File: src/rtl/factorial_arbiter.sv
// Round-robin arbiter and sequencer that shares one factorial unit among NREQ requesters.
// One request is in flight at a time. The result, or a watchdog timeout, is returned
// on a shared response channel that carries the requester index.
// Ports:
//   clk, rst_n             clock, asynchronous active-low reset
//   req_valid_i/req_n_i    per-requester request flag and 8-bit operand
//   req_ready_o            one-hot grant (combinational, only in IDLE)
//   fac_*                  handshake with the factorial unit
//   rsp_*                  response channel (valid/ready, id, result, error, timeout)
//   busy_o                 high whenever the sequencer is not IDLE
module factorial_arbiter #(
  parameter int unsigned NREQ    = 4,
  parameter int unsigned IDW     = 2,
  parameter int unsigned TIMEOUT = 1024
) (
  input  logic              clk,
  input  logic              rst_n,
  input  logic [NREQ-1:0]   req_valid_i,
  input  logic [8*NREQ-1:0] req_n_i,
  output logic [NREQ-1:0]   req_ready_o,
  output logic              fac_start_o,
  output logic [7:0]        fac_n_o,
  input  logic [15:0]       fac_out_i,
  input  logic              fac_ready_i,
  input  logic              fac_done_i,
  input  logic              fac_error_i,
  output logic              rsp_valid_o,
  input  logic              rsp_ready_i,
  output logic [IDW-1:0]    rsp_id_o,
  output logic [15:0]       rsp_out_o,
  output logic              rsp_error_o,
  output logic              rsp_timeout_o,
  output logic              busy_o
);

  localparam int unsigned    CW      = $clog2(TIMEOUT);
  localparam logic [CW-1:0]  WD_LAST = CW'(TIMEOUT - 1);
  localparam logic [IDW-1:0] ID_LAST = IDW'(NREQ - 1);

  typedef enum logic [1:0] {S_IDLE, S_ISSUE, S_WAIT, S_RESP} state_e;

  state_e         state_q, state_d;
  logic [IDW-1:0] last_q, last_d;
  logic [IDW-1:0] id_q, id_d;
  logic [7:0]     fac_n_q, fac_n_d;
  logic [CW-1:0]  wd_q, wd_d;
  logic [15:0]    out_q, out_d;
  logic           err_q, err_d;
  logic           to_q, to_d;
  logic           start_q, start_d;
  logic           valid_q, valid_d;
  logic           busy_q, busy_d;

  logic           grant_vld;
  logic [IDW-1:0] grant_id;
  logic [IDW-1:0] cand_id;
  logic           accept;

  // Round-robin search: first pending index above last_q, wrapping modulo NREQ.
  always_comb begin
    grant_vld = 1'b0;
    grant_id  = '0;
    cand_id   = '0;
    for (int unsigned k = 1; k <= NREQ; k++) begin
      cand_id = IDW'((32'(last_q) + k) % NREQ);
      if (!grant_vld && req_valid_i[cand_id]) begin
        grant_vld = 1'b1;
        grant_id  = cand_id;
      end
    end
  end

  // Grant is gated by reset so every output reads 0 while rst_n is low.
  assign req_ready_o = (rst_n && state_q == S_IDLE && fac_ready_i && grant_vld)
                       ? (NREQ'(1) << grant_id) : '0;
  assign accept      = |(req_valid_i & req_ready_o);

  // Next-state and datapath logic.
  always_comb begin
    state_d = state_q;
    last_d  = last_q;
    id_d    = id_q;
    fac_n_d = fac_n_q;
    wd_d    = wd_q;
    out_d   = out_q;
    err_d   = err_q;
    to_d    = to_q;
    case (state_q)
      S_IDLE: begin
        if (accept) begin
          id_d    = grant_id;
          fac_n_d = req_n_i[8*grant_id +: 8];
          state_d = S_ISSUE;
        end
      end
      S_ISSUE: begin
        wd_d    = '0;
        state_d = S_WAIT;
      end
      S_WAIT: begin
        // Saturating watchdog; a done in the expiring cycle still wins.
        wd_d = (wd_q == WD_LAST) ? wd_q : wd_q + CW'(1);
        if (fac_done_i) begin
          out_d   = fac_out_i;
          err_d   = fac_error_i;
          to_d    = 1'b0;
          state_d = S_RESP;
        end else if (wd_d == WD_LAST) begin
          out_d   = '0;
          err_d   = 1'b0;
          to_d    = 1'b1;
          state_d = S_RESP;
        end
      end
      S_RESP: begin
        if (rsp_ready_i) begin
          last_d  = id_q;
          state_d = S_IDLE;
        end
      end
      default: state_d = S_IDLE;
    endcase
    start_d = (state_d == S_ISSUE);
    valid_d = (state_d == S_RESP);
    busy_d  = (state_d != S_IDLE);
  end

  // State and registered outputs.
  always_ff @(posedge clk or negedge rst_n) begin
    if (!rst_n) begin
      state_q <= S_IDLE;
      last_q  <= ID_LAST;
      id_q    <= '0;
      fac_n_q <= '0;
      wd_q    <= '0;
      out_q   <= '0;
      err_q   <= 1'b0;
      to_q    <= 1'b0;
      start_q <= 1'b0;
      valid_q <= 1'b0;
      busy_q  <= 1'b0;
    end else begin
      state_q <= state_d;
      last_q  <= last_d;
      id_q    <= id_d;
      fac_n_q <= fac_n_d;
      wd_q    <= wd_d;
      out_q   <= out_d;
      err_q   <= err_d;
      to_q    <= to_d;
      start_q <= start_d;
      valid_q <= valid_d;
      busy_q  <= busy_d;
    end
  end

  assign fac_start_o   = start_q;
  assign fac_n_o       = fac_n_q;
  assign rsp_valid_o   = valid_q;
  assign rsp_id_o      = id_q;
  assign rsp_out_o     = out_q;
  assign rsp_error_o   = err_q;
  assign rsp_timeout_o = to_q;
  assign busy_o        = busy_q;

endmodule

File: config.mk
export PLATFORM = sky130hd
export DESIGN_NAME = factorial_arbiter
export DESIGN_NICKNAME = d
export VERILOG_FILES = /design/src/rtl/factorial_arbiter.sv
export SDC_FILE = /design/constraint.sdc
export NUM_CORES = 1
export LEC_CHECK = 0
export CAP_MARGIN = 5
export CORE_MARGIN = 2
export CORE_UTILIZATION = 35
export DETAILED_ROUTE_END_ITERATION = 10
export GPL_TIMING_DRIVEN = 1
export PLACE_DENSITY = 0.64
export SETUP_SLACK_MARGIN = 0.4
export SLEW_MARGIN = 10
export SYNTH_ARGS = -nofsm -noshare
export SYNTH_HDL_FRONTEND = slang
export SYNTH_SLANG_ARGS = --single-unit
File: constraint.sdc
create_clock -name clk -period 2.68 [get_ports clk]
set_clock_uncertainty 0.05 [all_clocks]
set_input_delay 0.536 -clock clk [delete_from_list [all_inputs] [get_ports clk]]
set_output_delay 0.536 -clock clk [all_outputs]
set_load 0.01 [all_outputs]
==> flow_summary_export.csv <==
group,metric,value,unit
synth,async_flop_share,100.0,%
synth,synth_cells,259,
synth,synth_flop_cell,"dfrtp_1",
critical_path,r2r-start,"wd_q[1]",
sta,post-route-min-period,2.422,ns
placed_design,post_dp_cell_area,3705,sq um
synth,synthDominantCellAreaShare,40.84,%
routing,wl_per_cell,16.07,um
floorplanning,rows,31,
critical_path,cp.required,2.09,ns
routing,drt_wl_total,7651,um
final_layout,n_fill_cell,637,
clock_tree,cts_tree,"built",
clock_tree,worst_skew_pair.late_latency,0.30,ns
floorplanning,dieWidth,90.77,um
synth,postSynthAreaPerCell,10.17,sq um
placed_design,dpl_worst_slack,-0.4234,ns
clock_tree,cts_buffers,5,
synth,synth_fp_nets,323,
sta,setup-violations-final,0,
sta,fmax,412.9,MHz
critical_path,cp-end-kind,"output pin",
job,drv_cap,0,
global_route,grt_antenna_before_repair,0,
routing,final_antenna_net_count,0,
placed_design,portBuffers,92,
synth,ys_warn_count,0,
synth,seq_area_frac_synth,42.83,%
synth,synth_area_leaders,"dfrtp_1 41%, mux2i_1 9.5%, a31o_2 5.3%, and3_1 4.7%, mux2_2 4.7%",
global_route,overflow,0,
sta,hold_viol_final,0,
synth,yosysUniqueCellTypes,47,
routing,drc_errors,0,
global_route,grt_pass1_wl,12170,um
routing,drtPass1Iterations,4,
floorplanning,die_y,90.77,um
final_layout,antennaDiodeCount,0,
floorplanning,core_area,7253,sq um
routing,dr.first_iter.drc_count,89,
floorplanning,ios,93,
clock_tree,cts_hold_buf,0,
synth,post-synth-top-count-cell,"dfrtp_1",
sta,finalWorstSetupSlack,0.2579,ns
global_route,grt.total_usage,18.12,%
critical_path,arrival,1.84,ns
sta,fin_crit_sh,90.38,%
floorplanning,die_area,8238,sq um
synth,yosys.area.top_type,"dfrtp_1",
critical_path,cp_max_fo,4,
synth,synth_area,2635,sq um
clock_tree,htree_levels,2,
global_route,grt_max_degree,46,
critical_path,crit_path_start,"last_q[0]",
clock_tree,clockBufferDepth,2,
clock_tree,cts_sinks,45,
final_layout,layout.nets,440,
floorplanning,start_util,36.33,%
synth,ys_seq_elements,45,
status,status,"complete, no violations",
routing,via_per_inst,5.235,
clock_tree,clk_pin_slew,0.09,ns
critical_path,setup.worst_path.class,"reg2out",
final_layout,area_growth,55.79,%
final_layout,drive_above_1_share,30.24,%
placed_design,hpwlAfterDp,5151,um
global_route,grt_pass1_vias,2453,
synth,yosys-top-cells-count,"43 x dfrtp_1, 25 x mux2i_1, 20 x and3_1",
worst_hold_path,worstHoldPathType,"in2async",
clock_tree,ctsRootBufferMaster,"clkbuf_8",
sta,tightest_slew,0.6364,ns
sta,final_max_slew_viol_count,0,
placed_design,place_congestion,0.8473,
power_and_ir_drop,powerDensity,864.5,nW/um^2
critical_path,startpoint_type,"flop",
sta,rsz0062_at_grt,"true",
power_and_ir_drop,ir_drop,0.4744,mV
power_and_ir_drop,leakage,1.787,nW
final_layout,design_area,4105,sq um
routing,num_vias,2492,
synth,synth_edf_count,0,
sta,relSlewSlack,57.57,%
-- worst max-delay path, cell delays in order (launching register included) --
cell,delay [ns]
dfstp_2,0.56
nand2b_4,0.13
o21ai_2,0.05
a211oi_2,0.22
buf_4,0.16
buf_6,0.10
and3b_1,0.16
buf_2,0.14
-- state kept, by name, summed over array words and instances, names as in the netlist --
name	count
state_q	2
fac_n_o	8
rsp_error_o	1
last_q	2
rsp_out_o	16
rsp_timeout_o	1
busy_o	1
rsp_valid_o	1
wd_q	10
fac_start_o	1
rsp_id_o	2
-- cells by family (layout without fill, tap and decap cells) --
logic type | after synthesis | after routing | synth area share [%]
compound gates | 63 | 65 | 17.66
xor+xnor | 1 | 1 | 0.3324
buf+inv | 30 | 146 | 5.793
flops | 45 | 45 | 42.83
fa+ha+maj | 6 | 6 | 2.849
mux | 36 | 36 | 14.20
simple gates | 78 | 78 | 16.33
-- power by group --
group	internal (W)	switching (W)	leakage [nW]	total (W)
Combinational	0.00113	0.000887	1.19	0.00202
Sequential	0.000949	0.000157	0.561	0.00111
Clock	0.000184	0.000241	0.0374	0.000425
Total	0.00226	0.00128	1.79	0.00355
-- final cells by class --
| cell class | instances | area [sq um] | area share [%] |
|---|---|---|---|
| inverter | 10 | 37.54 | 0.9144 |
| multi-input combinational | 186 | 1553 | 37.82 |
| timing repair buffer | 128 | 1170 | 28.50 |
| clock buffer | 6 | 72.57 | 1.768 |
| sequential | 45 | 1134 | 27.61 |
| clock inverter | 2 | 15.01 | 0.3657 |
| tap | 99 | 123.9 | 3.017 |
-- layout by cell type (no fill, tap or decap), types with 2 or more instances in the layout --
cell type and count:
a211oi_2 4, a21oi_1 11, a31o_2 16, a31oi_1 3, a41oi_1 2, and3_1 19, buf_2 8, buf_4 31
buf_6 5, clkbuf_8 5, clkdlybuf4s50_1 83, clkinvlp_4 2, dfrtp_1 39, dfrtp_2 4, dfstp_2 2, ha_1 5
inv_1 8, inv_2 2, mux2_2 11, mux2i_1 25, nand2_1 15, nand2b_1 3, nand2b_4 2, nand3_1 7
nand3_2 2, nor2_1 7, nor3_1 4, nor4_1 2, nor4_2 3, o2111ai_4 2, o211a_1 2, o21ai_0 9
o22ai_1 3
-- worst paths after layout --
| path | end | slack, ns | cells past startpoint |
|---|---|---|---|
| setup / recovery | req_ready_o[0] | 0.26 | 7 |
| max in group asynchronous | wd_q[3] | 1.81 | 2 |
| setup reg to reg | rsp_out_o[4] | 0.50 | 6 |
| hold / removal | wd_q[9] | 0.33 | 2 |
| hold reg to reg | fac_n_o[1] | 0.46 | 1 |
| min in group clk | fac_n_o[1] | 0.46 | 1 |
-- repair_timing --
| action | 4_1_cts | 5_1_grt |
|---|---|---|
| endpoints found under the hold margin | 0 | 0 |
| gates resized for setup | 56 | 15 |
| setup buffers | 13 | 6 |
| pin swaps | 8 | 6 |
| gates cloned | 1 | 1 |
| endpoints found under the setup margin | 33 | 26 |
-- layer usage --
layer / vias to the layer above / routed length, um / global-route usage, % / part of all wire [%]
met5: - / 0 / 0 / 0
met4: 0 / 115 / 4.744 / 1.5
met3: 10 / 532 / 4.341 / 7.0
met2: 94 / 3520 / 29.60 / 46
met1: 1189 / 3482 / 24.04 / 46
li1: 1199 / - / - / -
-- stage by stage --
stage | setup TNS, ns | instances | power, W | hold slack, ns | util (%)
floorplan | 0 | 259 | 0.002087 | 0.1904 | -
global placement | -2.018 | 447 | 0.002879 | 0.4314 | 51.08
detailed placement | -2.455 | 447 | 0.002908 | 0.4426 | 51.08
CTS | 0 | 469 | 0.003490 | 0.3662 | 55.05
global route | 0 | 476 | 0.003788 | 0.3924 | 56.60
finish | 0 | 476 | 0.003549 | 0.3282 | 56.60
(Power assumes the default switching activity.)
